--- config.mk ---
export PLATFORM = sky130hd
export DESIGN_NAME = minimax_lsu
export DESIGN_NICKNAME = d
export VERILOG_FILES = /design/src/rtl/minimax_lsu.sv
export SDC_FILE = /design/constraint.sdc
export NUM_CORES = 1
export LEC_CHECK = 0
export CORE_ASPECT_RATIO = 1.1
export CORE_MARGIN = 3
export CORE_UTILIZATION = 30
export CTS_CLUSTER_SIZE = 30
export DETAILED_ROUTE_END_ITERATION = 6
export GPL_TIMING_DRIVEN = 0
export MAX_ROUTING_LAYER = met4
export PLACE_DENSITY = 0.56
export SLEW_MARGIN = 10
export SYNTH_ARGS = -nofsm -noshare
export SYNTH_HDL_FRONTEND = slang
export SYNTH_SLANG_ARGS = --single-unit
export TNS_END_PERCENT = 20
--- constraint.sdc ---
create_clock -name clk -period 3.7 [get_ports clk]
set_clock_uncertainty 0.05 [all_clocks]
set_input_delay 0.555 -clock clk [delete_from_list [all_inputs] [get_ports clk]]
set_output_delay 0.555 -clock clk [all_outputs]
set_load 0.02 [all_outputs]
--- src/rtl/minimax_lsu.sv ---
// minimax_lsu: byte/half/word load/store unit with in-order multi-load tracking.
// Define MINIMAX_LSU_MISALIGN_TRAP_EN to add mis_valid/mis_addr misalign reporting.
//
// Ports:
//   clk, reset_n                 clock, synchronous active-low reset
//   req_valid/ready/we/size/signed/addr/wdata/tag   access from execute stage
//   bus_rreq/wreq/addr/wdata/wmask, bus_gnt         registered bus request
//   bus_rvalid/rdata                                in-order read return
//   rsp_valid/tag/data           extended load result, one-cycle pulse
//   pending                      loads granted but not yet returned
//   unexp_rvalid                 read data arrived with nothing tracked
//   mis_valid/mis_addr           (trap build only) misaligned access report
module minimax_lsu #(
  parameter int ADDR_W = 32,
  parameter int DEPTH  = 4,
  parameter int TAG_W  = 6
) (
  input  logic                      clk,
  input  logic                      reset_n,
  input  logic                      req_valid,
  output logic                      req_ready,
  input  logic                      req_we,
  input  logic [1:0]                req_size,
  input  logic                      req_signed,
  input  logic [ADDR_W-1:0]         req_addr,
  input  logic [31:0]               req_wdata,
  input  logic [TAG_W-1:0]          req_tag,
  output logic                      bus_rreq,
  output logic                      bus_wreq,
  output logic [ADDR_W-1:0]         bus_addr,
  output logic [31:0]               bus_wdata,
  output logic [3:0]                bus_wmask,
  input  logic                      bus_gnt,
  input  logic                      bus_rvalid,
  input  logic [31:0]               bus_rdata,
  output logic                      rsp_valid,
  output logic [TAG_W-1:0]          rsp_tag,
  output logic [31:0]               rsp_data,
  output logic [$clog2(DEPTH):0]    pending,
  output logic                      unexp_rvalid
`ifdef MINIMAX_LSU_MISALIGN_TRAP_EN
  ,
  output logic                      mis_valid,
  output logic [ADDR_W-1:0]         mis_addr
`endif
);

  localparam int PW = $clog2(DEPTH);
  localparam int CW = PW + 1;

  typedef struct packed {
    logic [TAG_W-1:0] tag;
    logic [1:0]       size;
    logic             sgn;
    logic [1:0]       sh;
  } ld_t;

  ld_t             issue_ld;
  ld_t             fifo [DEPTH];
  ld_t             head;
  logic [PW-1:0]   wr_ptr;
  logic [PW-1:0]   rd_ptr;
  logic [CW-1:0]   count;
  logic [CW:0]     occ;
  logic [1:0]      off;
  logic [1:0]      sh;
  logic            is_half;
  logic            is_word;
  logic            mis;
  logic            issue_full;
  logic            grant;
  logic            push;
  logic            pop;
  logic            accept;
  logic [3:0]      wmask;
  logic [31:0]     wdata;
  logic [31:0]     shifted;
  logic [31:0]     ext;

  assign off     = req_addr[1:0];
  assign is_word = req_size[1];
  assign is_half = (req_size == 2'd1);

`ifdef MINIMAX_LSU_MISALIGN_TRAP_EN
  assign mis = (is_half & off[0]) | (is_word & (off != 2'd0));
`else
  assign mis = 1'b0;
`endif

  assign issue_full = bus_rreq | bus_wreq;
  assign grant      = issue_full & bus_gnt;
  assign push       = grant & bus_rreq;
  assign pop        = bus_rvalid & (count != '0);

  // Loads held in the tracker or waiting in the issue register, minus the
  // one retiring this cycle, must leave room for another.
  assign occ = {1'b0, count} + (CW+1)'(bus_rreq) - (CW+1)'(pop);

  assign req_ready = reset_n & (~issue_full | bus_gnt)
                   & (req_we | (occ < (CW+1)'(DEPTH)));
  assign accept    = req_valid & req_ready;

  always_comb begin
    sh    = 2'd0;
    wmask = 4'hF;
    wdata = req_wdata;
    if (is_word) begin
      sh    = 2'd0;
    end else if (is_half) begin
      sh    = {off[1], 1'b0};
      wmask = 4'b0011 << sh;
      wdata = {2{req_wdata[15:0]}};
    end else begin
      sh    = off;
      wmask = 4'b0001 << sh;
      wdata = {4{req_wdata[7:0]}};
    end
  end

  assign head    = fifo[rd_ptr];
  assign shifted = bus_rdata >> {head.sh, 3'b000};

  always_comb begin
    ext = shifted;
    unique case (head.size)
      2'd0:    ext = {{24{head.sgn & shifted[7]}}, shifted[7:0]};
      2'd1:    ext = {{16{head.sgn & shifted[15]}}, shifted[15:0]};
      default: ext = shifted;
    endcase
  end

  always_ff @(posedge clk) begin
    if (push) fifo[wr_ptr] <= issue_ld;
  end

  always_ff @(posedge clk) begin
    if (!reset_n) begin
      bus_rreq     <= 1'b0;
      bus_wreq     <= 1'b0;
      bus_addr     <= '0;
      bus_wdata    <= '0;
      bus_wmask    <= '0;
      issue_ld     <= '0;
      wr_ptr       <= '0;
      rd_ptr       <= '0;
      count        <= '0;
      rsp_valid    <= 1'b0;
      rsp_tag      <= '0;
      rsp_data     <= '0;
      unexp_rvalid <= 1'b0;
    end else begin
      if (accept && !mis) begin
        bus_rreq  <= ~req_we;
        bus_wreq  <= req_we;
        bus_addr  <= {req_addr[ADDR_W-1:2], 2'b00};
        bus_wdata <= req_we ? wdata : 32'd0;
        bus_wmask <= req_we ? wmask : 4'd0;
        issue_ld  <= '{tag: req_tag, size: req_size,
                       sgn: req_signed, sh: sh};
      end else if (grant) begin
        bus_rreq  <= 1'b0;
        bus_wreq  <= 1'b0;
        bus_addr  <= '0;
        bus_wdata <= '0;
        bus_wmask <= '0;
        issue_ld  <= '0;
      end
      if (push) wr_ptr <= wr_ptr + 1'b1;
      if (pop)  rd_ptr <= rd_ptr + 1'b1;
      count        <= count + CW'(push) - CW'(pop);
      rsp_valid    <= pop;
      rsp_tag      <= pop ? head.tag : '0;
      rsp_data     <= pop ? ext : 32'd0;
      unexp_rvalid <= bus_rvalid & (count == '0);
    end
  end

`ifdef MINIMAX_LSU_MISALIGN_TRAP_EN
  always_ff @(posedge clk) begin
    if (!reset_n) begin
      mis_valid <= 1'b0;
      mis_addr  <= '0;
    end else begin
      mis_valid <= accept & mis;
      mis_addr  <= (accept & mis) ? req_addr : '0;
    end
  end
`endif

  assign pending = count;

endmodule

==> impl_metrics.json, run 1 <==
{
  "htree_levels": 4,
  "avgRoutedWirePerCell_um": 16.8,
  "ys_ff_latch": 172,
  "synth.avg_cell_area_um2": 10.9,
  "r2r_slack_ns": 0.84,
  "min_from": "bus_wdata[18]",
  "placedCellCount": 1145,
  "r2r_cells": 9,
  "leakagePower_nw": 3.69,
  "syn_area_mm2": 0.00687,
  "fp.dieW_um": 150,
  "hold_viol": 0,
  "cp.required_ns": 3.09,
  "ir_worst_vdd_mv": 0.347,
  "cts_tree": "built",
  "cp-end-kind": "output pin",
  "start_util_pct": 30.8,
  "seq_area_mm2": 0.00388,
  "ys_warn_count": 0,
  "die-area_mm2": 0.0248,
  "vias": 5522,
  "synth_cell_type_count": 48,
  "synth_seq_area_share_pct": 56.5,
  "port_buffers": 220,
  "switching_share_pct": 31.2,
  "nNetsFinal": 989,
  "clock-sinks": 172,
  "remaining_drc_errors": 0,
  "multiInputGateArea_mm2": 0.00274,
  "syn_to_final_growth_pct": 46.0,
  "clk_latency_ns": 0.42,
  "criticalPathCategory": "reg -> out",
  "sequentialPowerShare_pct": 39.6,
  "fin_crit_sh_pct": 94.2,
  "viasPerCell": 4.69,
  "overflow": 0,
  "p_total_mw": 5.55,
  "grt_max_degree": 17,
  "numCtsBuffers": 17,
  "grt_pass1_wl_um": 30700,
  "grt_pass1_vias": 5595,
  "clock_tree.root_cell": "clkbuf_16",
  "first_pass_iters": 4,
  "hold-path-cell-count": 1,
  "finalNonFillerCells": 1178,
  "final_common_cell": "clkdlybuf4s50_1",
  "crit_fanout": 10,
  "p_int_mw": 3.82,
  "routabilityCongestion": 0.789,
  "reg2reg_from": "pending[1]",
  "outcome": "completed",
  "worst_hold_path_type": "reg -> reg",
  "clock.fmax_mhz": 287,
  "p_per_area_mw_per_mm2": 554,
  "design_area_mm2": 0.0100,
  "dp_hpwl_um": 14300,
  "cts.clk_slew.worst_paths_ns": 0.07,
  "ios": 225,
  "synth_edf_count": 44,
  "placed_area_mm2": 0.00945,
  "drive_gt1_share_pct": 8.95,
  "rr_endpoint": "issue_ld[0]",
  "holdPathEnd": "bus_wdata[18]",
  "track_usage_pct": 16.5,
  "syn_inst": 629,
  "cp-start-kind": "flop",
  "synth_ff_type": "dfxtp_1",
  "combPwrFrac_pct": 29.5,
  "cts_max_path_buffers": 2,
  "min_period_ns": 3.48,
  "die_y_um": 165,
  "hold-worst-slack_ns": 0.413,
  "switching_power_mw": 1.73,
  "antenna_found_initial": 0,
  "drt-total-wl_um": 19800,
  "crit_arrival_ns": 2.88,
  "slew_headroom_pct": 21.3,
  "detail-route-antenna-nets": 0,
  "drt_iter0_markers": 244,
  "diodes": 0,
  "maxCapViolCount": 0,
  "finalSetupViolations": 0,
  "tightestPinTransition_ns": 1.18,
  "slew_viol_final": 0,
  "num-fill-cells": 2161,
  "rsz0062_at_grt": "no",
  "setup_tns_ns": 0,
  "clkPwrFrac_pct": 30.8,
  "core_mm2": 0.0223,
  "row_count": 57,
  "cts_hold_buf": 0,
  "layout_common_cells": "clkdlybuf4s50_1, dfxtp_1, nand2_1",
  "synthArstFlopShare_pct": 0
}
## power by group through the flow
stage	combinational (mW)	clock [mW]	sequential, mW
after floorplan	0.834	0	2.39
after global placement	1.63	0	2.24
after detailed placement	1.63	0	2.24
after CTS	1.66	1.76	2.20
after global routing	1.79	1.84	2.22
final	1.64	1.71	2.20
## area by class of cell
type | count | area share (%)
buffer | 50 | 2.39
clock inverter | 12 | 1.12
multi-input combinational | 398 | 27.3
timing repair buffer | 221 | 22.0
sequential | 172 | 38.7
tap | 295 | 3.68
inverter | 10 | 0.374
clock buffer | 20 | 4.45
## critical path, cell delays in order (launching register included)
cell and delay, ns:
dfxtp_1 0.49, o31ai_4 0.15, or2_2 0.29, ha_1 0.30
a31o_1 0.24, a311oi_4 0.34, clkbuf_8 0.24, nor2_1 0.05
dlygate4sd2_1 0.35
## what timing repair did
action | in CTS | in global routing
resized for setup | 6 | 0
setup buffers | 1 | 0
endpoints found under the setup margin | 1 | 0
## state kept, by name, summed over array words and instances, names as in the netlist, named ones only
name          flops
bus_rreq          1
rsp_valid         1
issue_ld         11
bus_wdata        32
bus_addr         30
fifo             44
rsp_data         32
unexp_rvalid      1
pending           3
rsp_tag           6
rd_ptr            2
bus_wmask         4
bus_wreq          1
wr_ptr            2
## worst max-delay path by stage
stage	cells past startpoint	end	from	slack [ns]
6_report	8	req_ready	pending[1]	0.22
5_1_grt	8	req_ready	pending[1]	0.03
4_1_cts	8	req_ready	pending[1]	0.18
3_5_place_dp	9	req_ready	bus_rvalid	-0.66
3_3_place_gp	9	req_ready	bus_rvalid	-0.71
2_1_floorplan	7	req_ready	pending[1]	0.71
## cell families (layout without fill, tap and decap cells)
logic type,Yosys count,count (layout),share of synthesized area (%)
AND/OR/NAND/NOR,193,193,13.1
other,1,2,0.0546
AO/OA/AOI/OAI,127,127,12.9
XOR/XNOR,7,7,0.892
flip-flops,172,172,56.5
buffers and inverters,60,313,3.90
adder cells (fa/ha/maj),8,8,1.57
multiplexers,61,61,11.1
## metrics by stage
stage,worst slack (ns),utilization [%]
2_1_floorplan,0.709,-
3_3_place_gp,-0.708,42.3
3_5_place_dp,-0.662,42.3
4_1_cts,0.176,44.9
5_1_grt,0.0328,44.9
6_report,0.215,44.9
## Yosys cell counts (2+ instances only)
library cell	instances	area [um2]
a21oi_1	21	105
a22o_1	16	140
and2_1	14	87.6
and3_1	4	25.0
buf_1	4	15.0
buf_2	7	35.0
buf_4	7	52.6
clkbuf_1	31	116
dfxtp_1	128	2560
edfxtp_1	44	1320
ha_1	7	87.6
inv_1	10	37.5
mux2_2	9	101
mux2i_1	41	410
mux4_2	11	248
nand2_1	95	357
nand2b_1	3	18.8
nand3_1	42	210
nor2_1	13	48.8
nor2b_1	4	25.0
o21ai_0	17	85.1
o21ai_1	2	10.0
o22ai_1	42	263
o2bb2ai_1	20	175
or2_2	9	56.3
xnor2_1	4	35.0
xor2_1	3	26.3
## layer usage
metal	track usage, %	routed length (um)
met1	20.3	8690
met2	25.0	8750
met3	7.05	2040
met4	4.49	277
met5	-	0
No activity file was read; power rests on OpenSTA's default activity.
==> run 2, diff against run 1 <==
- ABC_AREA: default -> 1
- CTS_CLUSTER_DIAMETER: default -> 120
- PLACE_DENSITY: 0.56 -> 0.55
==> impl_metrics.json, run 2 <==
{
  "avgRoutedWirePerCell_um": 17.0,
  "dp_hpwl_um": 18900,
  "core_mm2": 0.0248,
  "syn_area_mm2": 0.00765,
  "track_usage_pct": 18.5,
  "ys_ff_latch": 172,
  "switching_share_pct": 36.2,
  "sequentialPowerShare_pct": 35.7,
  "syn_inst": 912,
  "synth_common_cells": "dfxtp_1, a21oi_1, nand3_1",
  "p_total_mw": 6.16,
  "clkPwrFrac_pct": 30.0,
  "cts_tree": "built",
  "drive_gt1_share_pct": 8.67,
  "final_common_cell": "clkdlybuf4s50_1",
  "slew_headroom_pct": 23.2,
  "clk_latency_ns": 0.43,
  "slew_viol_final": 0,
  "routabilityCongestion": 0.912,
  "htree_levels": 4,
  "outcome": "completed",
  "synth_seq_area_share_pct": 50.8,
  "die-area_mm2": 0.0275,
  "clock-sinks": 172,
  "combPwrFrac_pct": 34.3,
  "synth_most_common_cell": "dfxtp_1",
  "cp-start-kind": "primary input",
  "row_count": 60,
  "synthArstFlopShare_pct": 0,
  "antenna_found_initial": 0,
  "cts_setup_buffers": 0,
  "ys_top_cells_by_area": "dfxtp_1, edfxtp_1, a21oi_1, nand3_1, nand4_1",
  "synth_edf_count": 44,
  "diodes": 0,
  "grt_pass1_wl_um": 38900,
  "drt-total-wl_um": 25100,
  "nNetsFinal": 1271,
  "top_register": "fifo",
  "placed_area_mm2": 0.0102,
  "grt_max_degree": 18,
  "criticalPathCategory": "in -> out",
  "cts.clk_slew.worst_paths_ns": 0.06,
  "numCtsBuffers": 17,
  "reg.largest.list": "fifo (44), bus_wdata (32), rsp_data (32)",
  "detail-route-antenna-nets": 0,
  "cp.required_ns": 3.09,
  "drt_iter0_markers": 500,
  "clock.fmax_mhz": 290,
  "vias": 7259,
  "design_area_mm2": 0.0109,
  "grt_pass1_vias": 7266,
  "layout_common_cells": "clkdlybuf4s50_1, dfxtp_1, a21oi_1",
  "synth_cell_type_count": 38,
  "cts_hold_buf": 0,
  "crit_arrival_ns": 2.84,
  "switching_power_mw": 2.23,
  "ir_worst_vdd_mv": 0.305,
  "synth_ff_type": "dfxtp_1",
  "yosys.area.top_type": "dfxtp_1",
  "crit_fanout": 10,
  "hold_viol": 0,
  "fp.dieW_um": 158,
  "cp-end-kind": "output pin",
  "ios": 225,
  "leakagePower_nw": 4.08,
  "port_buffers": 220,
  "remaining_drc_errors": 0,
  "die_y_um": 173,
  "finalSetupViolations": 0,
  "largest_reg_flops": 44,
  "setup_tns_ns": 0,
  "viasPerCell": 4.92,
  "overflow": 0,
  "clock_tree.root_cell": "clkbuf_16",
  "post_cts_resized": 2,
  "yosysTopAreaCellShare_pct": 33.5,
  "p_int_mw": 3.93,
  "fin_crit_sh_pct": 93.2,
  "synth.avg_cell_area_um2": 8.39,
  "rsz0062_at_grt": "no",
  "tightestPinTransition_ns": 1.15,
  "worst_hold_path_type": "reg -> reg",
  "syn_to_final_growth_pct": 41.9,
  "ys_warn_count": 0,
  "start_util_pct": 30.9,
  "cts_max_path_buffers": 2,
  "min_period_ns": 3.45,
  "first_pass_iters": 5,
  "p_per_area_mw_per_mm2": 567,
  "maxCapViolCount": 0
}
[run 2: cell count changes after synthesis, sizes merged, moves of 38 or more]
cell	change
inv	+48
mux2i	-38
o21ai	+56
a21oi	+86
o22ai	-39
nand4	+78
nor2	+83
nand3	+63
[run 2: kinds of logic (layout without fill, tap and decap cells)]
logic type	after synthesis	in the layout	share of synthesized area [%]
AND/OR/NAND/NOR	396	396	25.1
AO/OA/AOI/OAI	193	193	13.7
flip-flops	172	172	50.8
buffers and inverters	137	389	8.36
adder cells (fa/ha/maj)	8	8	1.41
multiplexers	3	3	0.393
XOR/XNOR	2	2	0.229
other	1	2	0.0490
[run 2: power groups by stage]
| stage | logic [mW] | registers (mW) | clock network, mW |
|---|---|---|---|
| 3_3_place_gp | 2.12 | 2.24 | 0 |
| 3_5_place_dp | 2.13 | 2.24 | 0 |
| 2_1_floorplan | 1.16 | 2.40 | 0 |
| 6_report | 2.11 | 2.20 | 1.84 |
| 4_1_cts | 2.13 | 2.20 | 1.90 |
| 5_1_grt | 2.32 | 2.22 | 1.96 |
[run 2: per-layer routing]
layer | share of wire [%] | GRT usage [%] | wire length (um) | vias to the layer above
li1 | - | - | - | 3649
met1 | 42 | 21.8 | 10400 | 3308
met2 | 48 | 30.2 | 12100 | 266
met3 | 8.2 | 5.59 | 2050 | 36
met4 | 2.0 | 5.88 | 504 | 0
met5 | 0 | - | 0 | -
[run 2: layout make-up]
cell class / count / area, um2
flip-flops and latches: 172 / 3880
fillers: 2500 / 13900
clock buffers: 19 / 464
plain buffers: 79 / 414
inverters: 58 / 225
repair buffers: 220 / 2200
well taps: 310 / 388
multi-input cells: 604 / 3140
clock inverters: 13 / 143
[run 2: path summary, 6_finish.rpt]
kind / from / to / slack [ns] / depth (start not counted)
setup / recovery: reset_n / req_ready / 0.25 / 7
hold / removal: rd_ptr[1] / flop / 0.43 / 2
hold reg to reg: rd_ptr[1] / flop / 0.43 / 2
setup reg to reg: pending[1] / issue_ld[3] / 1.12 / 16
[run 2: critical path, stage by stage]
cell	delay [ns]
clkdlybuf4s50_1	0.62
inv_1	0.13
nor2_4	0.27
buf_2	0.28
buf_2	0.29
a21boi_0	0.30
dlygate4sd2_1	0.38
[run 2: metrics by stage]
step | utilization [%] | setup WS, ns | hold WS, ns | cells
final | 43.8 | 0.253 | 0.426 | 1475
after global routing | 43.8 | 0.0418 | 0.446 | 1475
after CTS | 43.8 | 0.231 | 0.429 | 1475
after detailed placement | 41.3 | -0.172 | 0.414 | 1443
after global placement | 41.3 | -0.203 | 0.404 | 1443
after floorplan | - | 1.15 | 0.394 | 913
==> run 3, diff against run 2 <==
- CORE_MARGIN: 3 -> 2
- CTS_BUF_LIST: default -> sky130_fd_sc_hd__clkbuf_16
- DONT_BUFFER_PORTS: default -> 1
- PLACE_DENSITY: 0.55 -> 0.44
==> impl_metrics.json, run 3 (synthesis results as in run 2) <==
{
  "slew_viol_final": 0,
  "port_buffers": 0,
  "dp_hpwl_um": 17700,
  "rr_endpoint": "bus_addr[25]",
  "rsz0062_at_grt": "no",
  "die_y_um": 171,
  "cts_tree": "built",
  "detail-route-antenna-nets": 0,
  "grt_pass1_wl_um": 37500,
  "worst_hold_path_type": "in -> reg",
  "reg.largest.list": "fifo (44), bus_wdata (32), rsp_data (32)",
  "cp-start-kind": "flop",
  "grt_max_degree": 17,
  "placed_area_mm2": 0.00805,
  "drt_iter0_markers": 371,
  "grt_util_met2_pct": 30.1,
  "overflow": 0,
  "drt-total-wl_um": 24000,
  "grtUsageMet1_pct": 21.4,
  "crit_fanout": 10,
  "final_common_cell": "dfxtp_1",
  "avgRoutedWirePerCell_um": 19.0,
  "crit_arrival_ns": 2.71,
  "p_per_area_mw_per_mm2": 652,
  "die-area_mm2": 0.0268,
  "grt_pass1_vias": 6630,
  "clock_tree.root_cell": "clkbuf_16",
  "cts_max_path_buffers": 2,
  "hold-path-cell-count": 2,
  "nNetsFinal": 1051,
  "viasPerCell": 5.11,
  "syn_to_final_growth_pct": 12.2,
  "drive_gt1_share_pct": 10.1,
  "holdPathEnd": "pending[0]",
  "min_from": "reset_n",
  "grt_busiest_layer": "met2",
  "fp.dieW_um": 156,
  "tightestPinTransition_ns": 1.13,
  "cp-end-kind": "output pin",
  "fin_crit_sh_pct": 89.7,
  "r2r_slack_ns": 0.92,
  "cp.required_ns": 3.09,
  "cts.clk_slew.worst_paths_ns": 0.07,
  "clock-sinks": 172,
  "p_total_mw": 5.60,
  "row_count": 61,
  "seq_area_mm2": 0.00388,
  "cts_hold_buf": 0,
  "vias": 6442,
  "maxCapViolCount": 0,
  "antenna_found_initial": 0,
  "finalSetupViolations": 0,
  "clock.fmax_mhz": 301,
  "design_area_mm2": 0.00858,
  "diodes": 0,
  "track_usage_pct": 18.6,
  "multiInputGateArea_mm2": 0.00313,
  "fin_util_pct": 34.1,
  "routabilityCongestion": 0.877,
  "clk_latency_ns": 0.43,
  "leakagePower_nw": 3.23,
  "r2r_cells": 16,
  "first_pass_iters": 5,
  "slew_headroom_pct": 24.6,
  "timing.final.ws_setup_ns": 0.380,
  "num-fill-cells": 2701,
  "layout_common_cells": "dfxtp_1, a21oi_1, nand3_1",
  "gr-usage-met3_pct": 6.88,
  "start_util_pct": 30.4,
  "ios": 225,
  "reg2reg_from": "pending[1]",
  "criticalPathCategory": "reg -> out",
  "numCtsBuffers": 17,
  "setup_tns_ns": 0,
  "largest_reg_flops": 44,
  "core_mm2": 0.0252,
  "hold_viol": 0,
  "remaining_drc_errors": 0,
  "place_ws_ns": 0.552,
  "htree_levels": 4,
  "outcome": "completed",
  "top_register": "fifo",
  "min_period_ns": 3.32,
  "ir_worst_vdd_mv": 0.272
}
-- run 3: changes by cell type in the layout (fill, tap and decap cells not counted), sizes merged --
cell and change:
clkinvlp +1, clkdlybuf4s50 -219, dlygate4sd2 -1, clkinv +6
clkbuf -2, inv -5
-- run 3: how the worst max path moves through the flow --
stage / cells after the start / startpoint / slack (ns) / endpoint
floorplan: 12 / pending[1] / 1.15 / req_ready
global placement: 7 / bus_rreq / 0.59 / req_ready
detailed placement: 7 / bus_rreq / 0.55 / req_ready
CTS: 7 / bus_rreq / 0.08 / req_ready
global route: 7 / bus_rreq / 0.13 / req_ready
finish: 7 / bus_rreq / 0.38 / req_ready
-- run 3: layer usage --
layer | wire (um) | up-vias
met4 | 444 | 0
met1 | 9920 | 2993
met2 | 11500 | 209
met3 | 2080 | 29
met5 | 0 | -
li1 | - | 3211
-- run 3: critical path: stages (launching register included) --
cell,delay (ns)
dfxtp_1,0.42
clkbuf_1,0.23
nor2_1,0.12
nor2_1,0.06
nor2_2,0.36
buf_2,0.30
buf_2,0.30
a21boi_1,0.49
-- run 3: where the power goes --
group          switching [mW]  leakage, nW  internal [mW]  total (mW)
combinational            1.04         1.52          0.484        1.52
sequential              0.292         1.45           2.11        2.40
clock                   0.760        0.266          0.913        1.67
-- run 3: layout make-up --
class	instances	share of cell area [%]
Buffer	79	4.83
Clock buffer	17	4.96
Clock inverter	15	1.27
Inverter	58	2.62
Multi-Input combinational cell	604	36.5
Sequential cell	172	45.3
Tap cell	315	4.59
-- run 3: what timing repair did --
item / 4_1_cts / 5_1_grt
buffers inserted: 0 / 0
endpoints found under the setup margin: 0 / 1
resized for setup: 0 / 1
-- run 3: stage by stage --
stage / cells / hold slack, ns
after detailed placement: 1228 / 0.411
final: 1260 / 0.189
after CTS: 1260 / 0.161
after floorplan: 913 / 0.394
after global routing: 1260 / 0.168
after global placement: 1228 / 0.408
==> patch 1, RTL diff (flow settings as in run 1) <==
The parameter `TAG_W` goes from 6 to 7.
--- a/src/rtl/minimax_lsu.sv
+++ b/src/rtl/minimax_lsu.sv
@@ -15,3 +15,3 @@
   parameter int DEPTH  = 4,
-  parameter int TAG_W  = 6
+  parameter int TAG_W  = 7
 ) (
Interface: changed (resized req_tag and rsp_tag); port bits go from 225 to 227. The function was not compared with the original's and may differ.
==> patch 1 against run 1 <==
Wire length increased by 2.0%. Worst setup slack gained 40 ps. Synthesized area grew 2.9%. Final cell count rose by 1.6%. Critical path depth did not move. Sequential share of layout area grew 0.68 points. Synthesized cell count rose by 1.7%. Die area increased by 2.8%. Total power grew 2.8%. Design area increased by 2.3%. Sequential cell count up 6. Count of clock-buffer cells in the layout down 3. Critical path type unchanged.
==> patch 1: results (changes against run 1) <==
| Metric | Value |
|---|---|
| Status | completed |
| Hold slack | 415.0 ps (+1.766 ps) |
| Initial antenna violation count | 1 (+1) |
| Post-synthesis sequential area ratio | 57.18% (+0.66 points) |
| Non-CTS buffers | 273 (+0.74%) |
| Top flop regs | fifo: 48 flops, bus_wdata: 32 flops, rsp_data: 32 flops |
| Layout Cells excl Fill | 1,197 (+1.6%) |
| #MultiIn Comb | 403 (+1.3%) |
| Peak supply drop | 0.3475 mV (+0.24%) |
| Fillcell total | 2,208 (+2.2%) |
| Top cells by count, synth | dfxtp_1, nand2_1, edfxtp_1, nand3_1, o22ai_1 |
| Post-synth EDFFs | 48 (+9.1%) |
| Detailed Route Iter0 Violations | 213 (-13%) |
| #FFs+latches synth | 178 (+3.5%) |
| RePlAce Congestion | 0.8040 (+1.9%) |
| R2R setup slack | 820 ps (-20 ps) |
| Worst EP arrival | 2840 ps (-40 ps) |
| Vias per std cell | 4.717 (+0.62%) |
| Pleak | 3.794 nW (+2.7%) |
| DRT Wirelength | 20,160 um (+2.0%) |
| M3 GR Usage | 5.769% (-1.3 points) |
| Clock buf/inv share | 5.497% (-0.078 points) |
| Core box area | 0.02300 sq mm (+3.1%) |
| PortBufs | 222 (+0.91%) |
| Sw Ratio | 31.71% (+0.53 points) |
| Seq pwr share | 39.9% (+0.3 points) |
| Largest cells by area after synthesis | dfxtp_1, edfxtp_1, mux2i_1 |
| First-pass GRT wire length | 31,970 um (+4.0%) |
| Min-delay src | bus_wdata[15] |
| Dpl ws | -722.0 ps (-59.95 ps) |
| Post-place instance area | 0.009673 sq mm (+2.3%) |
| 1st-pass router iterations | 5 (+1) |
| Clk pwr share | 31.0% (+0.2 points) |
| Worst Hold Path EP | bus_wdata[15] |
| WL met3 | 1638 um (-20%) |
| P_seq | 2.28 mW (+4%) |
| Layout non-clock buf frac | 24.04% (-0.36 points) |
-- patch 1: cell types whose count changed after synthesis --
cell	run 1	this run
edfxtp_1	44	48
buf_2	7	10
buf_4	7	5
dfxtp_1	128	130
and2_1	14	15
buf_1	4	3
mux4_2	11	12
nand2_1	95	96
nand3_1	42	43
o22ai_1	42	43
-- patch 1: cell families after synthesis --
group / count (synthesis) / share of synthesized area, %
compound gates: 128 / 12.63
xor+xnor: 7 / 0.8670
fa+ha+maj: 8 / 1.522
buf+inv: 60 / 3.733
flops: 178 / 57.18
mux: 62 / 11.06
other cells: 1 / 0.05303
simple gates: 196 / 12.95
-- patch 1: worst max-delay path by stage --
stage | from | end | cells past startpoint
CTS | bus_rvalid | req_ready | 9
finish | pending[1] | req_ready | 8
global placement | bus_rvalid | req_ready | 9
global route | pending[1] | req_ready | 8
floorplan | pending[1] | req_ready | 7
detailed placement | bus_rvalid | req_ready | 9
==> patch 2, RTL diff (flow settings as in run 1) <==
Made on the original files. `rsp_tag` and `rsp_data` no longer have a reset.
--- a/src/rtl/minimax_lsu.sv
+++ b/src/rtl/minimax_lsu.sv
@@ -147,4 +147,2 @@
       rsp_valid    <= 1'b0;
-      rsp_tag      <= '0;
-      rsp_data     <= '0;
       unexp_rvalid <= 1'b0;
@@ -171,6 +169,9 @@
       rsp_valid    <= pop;
-      rsp_tag      <= pop ? head.tag : '0;
-      rsp_data     <= pop ? ext : 32'd0;
       unexp_rvalid <= bus_rvalid & (count == '0);
     end
+  end
+
+  always_ff @(posedge clk) begin
+    rsp_tag  <= pop ? head.tag : '0;
+    rsp_data <= pop ? ext : 32'd0;
   end
Check against the original RTL: differs if reset_n is asserted again (counterexample within 4 cycles, from zero or initial values and one cycle with reset_n low); with reset_n held inactive, the same outputs for 4 cycles.
==> patch 2 against run 1 <==
Final cell count fell by 0.76%. Wire length rose by 0.26%. Sequential power rose by 3%. Sequential cell count did not move. Total power rose by 6.2%. Sequential share of layout area rose by 0.13 points. Via count rose by 0.20%. Global-route usage rose by 0.13 points. Hold slack improved by 3.9 ps. Synthesized area fell by 1.3%. Register-to-register slack got worse by 290 ps. Fmax rose by 1.1%. Worst setup slack improved by 37 ps. Design area fell by 0.32%.
==> patch 2: results (changes against run 1) <==
| Metric | Value |
|---|---|
| Hold slack | 417.1 ps (+3.900 ps) |
| Post-synthesis adder-cell area fraction | 1.587% (+0.021 points) |
| Top cells by count, synth | dfxtp_1, nand2_1, edfxtp_1, mux2i_1 |
| RR Endpoint | bus_wdata[15] |
| P_seq | 2.27 mW (+3%) |
| Root buffer cell | clkbuf_16 |
| Peak per-stage delay on the critical path | 540 ps (+50 ps) |
| Max Cap Violations | 0 (unchanged) |
| Post-place instance area | 0.009355 sq mm (-1.0%) |
| Detailed Route Iter0 Violations | 177 (-27%) |
| Synth Area in Compound Gates | 13.58% (+0.67 points) |
| Status | completed |
| Nets | 981 (-0.81%) |
| Pleak | 3.666 nW (-0.79%) |
| Cell variety after synth | 47 (-2.1%) |
| Worst Hold Path EP | bus_wmask[2] |
| Comb pwr share | 31.4% (+1.9 points) |
| Dpl ws | -1276 ps (-613.5 ps) |
| Layout Cells excl Fill | 1,169 (-0.76%) |
| Max stage delay cell, worst path | clkdlybuf4s50_1 |
| Post-placement cell count | 1,135 (-0.87%) |
| CP delay by family, top | buffers and inverters |
| Dpl hpwl | 14,570 um (+1.5%) |
| FF-to-FF path depth | 11 (+2) |
| Psw | 1.842 mW (+6.4%) |
| Vias in the first global route | 5,659 (+1.1%) |
| Share of post-route cells with drive strength above 1 | 6.865% (-2.1 points) |
| Worst EP arrival | 2840 ps (-40 ps) |
| Combinational power | 1.85 mW (+13%) |
| All-layer global routing usage | 16.63% (+0.13 points) |
| RePlAce Congestion | 0.7815 (-0.93%) |
| Mux cell area share after synthesis | 10.30% (-0.76 points) |
| DRT Wirelength | 19,810 um (+0.26%) |
| Min cycle time layout | 3448 ps (-36.54 ps) |
| R2R setup slack | 550 ps (-290 ps) |
| Min-delay src | bus_wmask[2] |
| 1st-pass router iterations | 7 (+3) |
| Slew at the pin with the worst max-slew slack | 1090 ps (-86.08 ps) |
| Post-synthesis sequential area ratio | 57.28% (+0.76 points) |
| Largest cells by area after synthesis | dfxtp_1, edfxtp_1, mux2i_1 |
| Critical Path Source | bus_rvalid |
| Vias per std cell | 4.733 (+0.97%) |
| Synthesized area per cell | 10.95 sq um (+0.26%) |
| Peak supply drop | 0.3026 mV (-13%) |
| Hold depth | 1 (unchanged) |
==> patch 2: cell types whose count changed after synthesis, moves of 6 or more <==
cell	before	now
and2_1	14	8
a211oi_1	0	12
mux2_2	9	0
or2_2	9	1
o21ai_0	17	24
a21oi_1	21	8
==> patch 2: repair_timing <==
action / CTS / global route
buffers inserted: 3 / 0
pin swaps: 1 / 0
endpoints found under the setup margin: 71 / 38
resized for setup: 9 / 3
==> patch 2: area by class of cell <==
class / instances / area [sq um]
inverter: 10 / 37.54
clock inverter: 9 / 108.9
multi-input combinational: 386 / 2646
fill: 2112 / 12180
buffer: 52 / 259.0
tap: 295 / 369.1
timing repair buffer: 223 / 2220
clock buffer: 22 / 475.5
sequential: 172 / 3884
==> patch 2: metal layers <==
layer	GRT usage [%]	share of wire (%)	wire (um)	vias to the layer above
met3	5.910	7.5	1476	16
met4	4.411	0.90	179	0
met5	-	0	0	-
met1	20.17	43	8610	2597
li1	-	-	-	2739
met2	26.46	48	9545	181
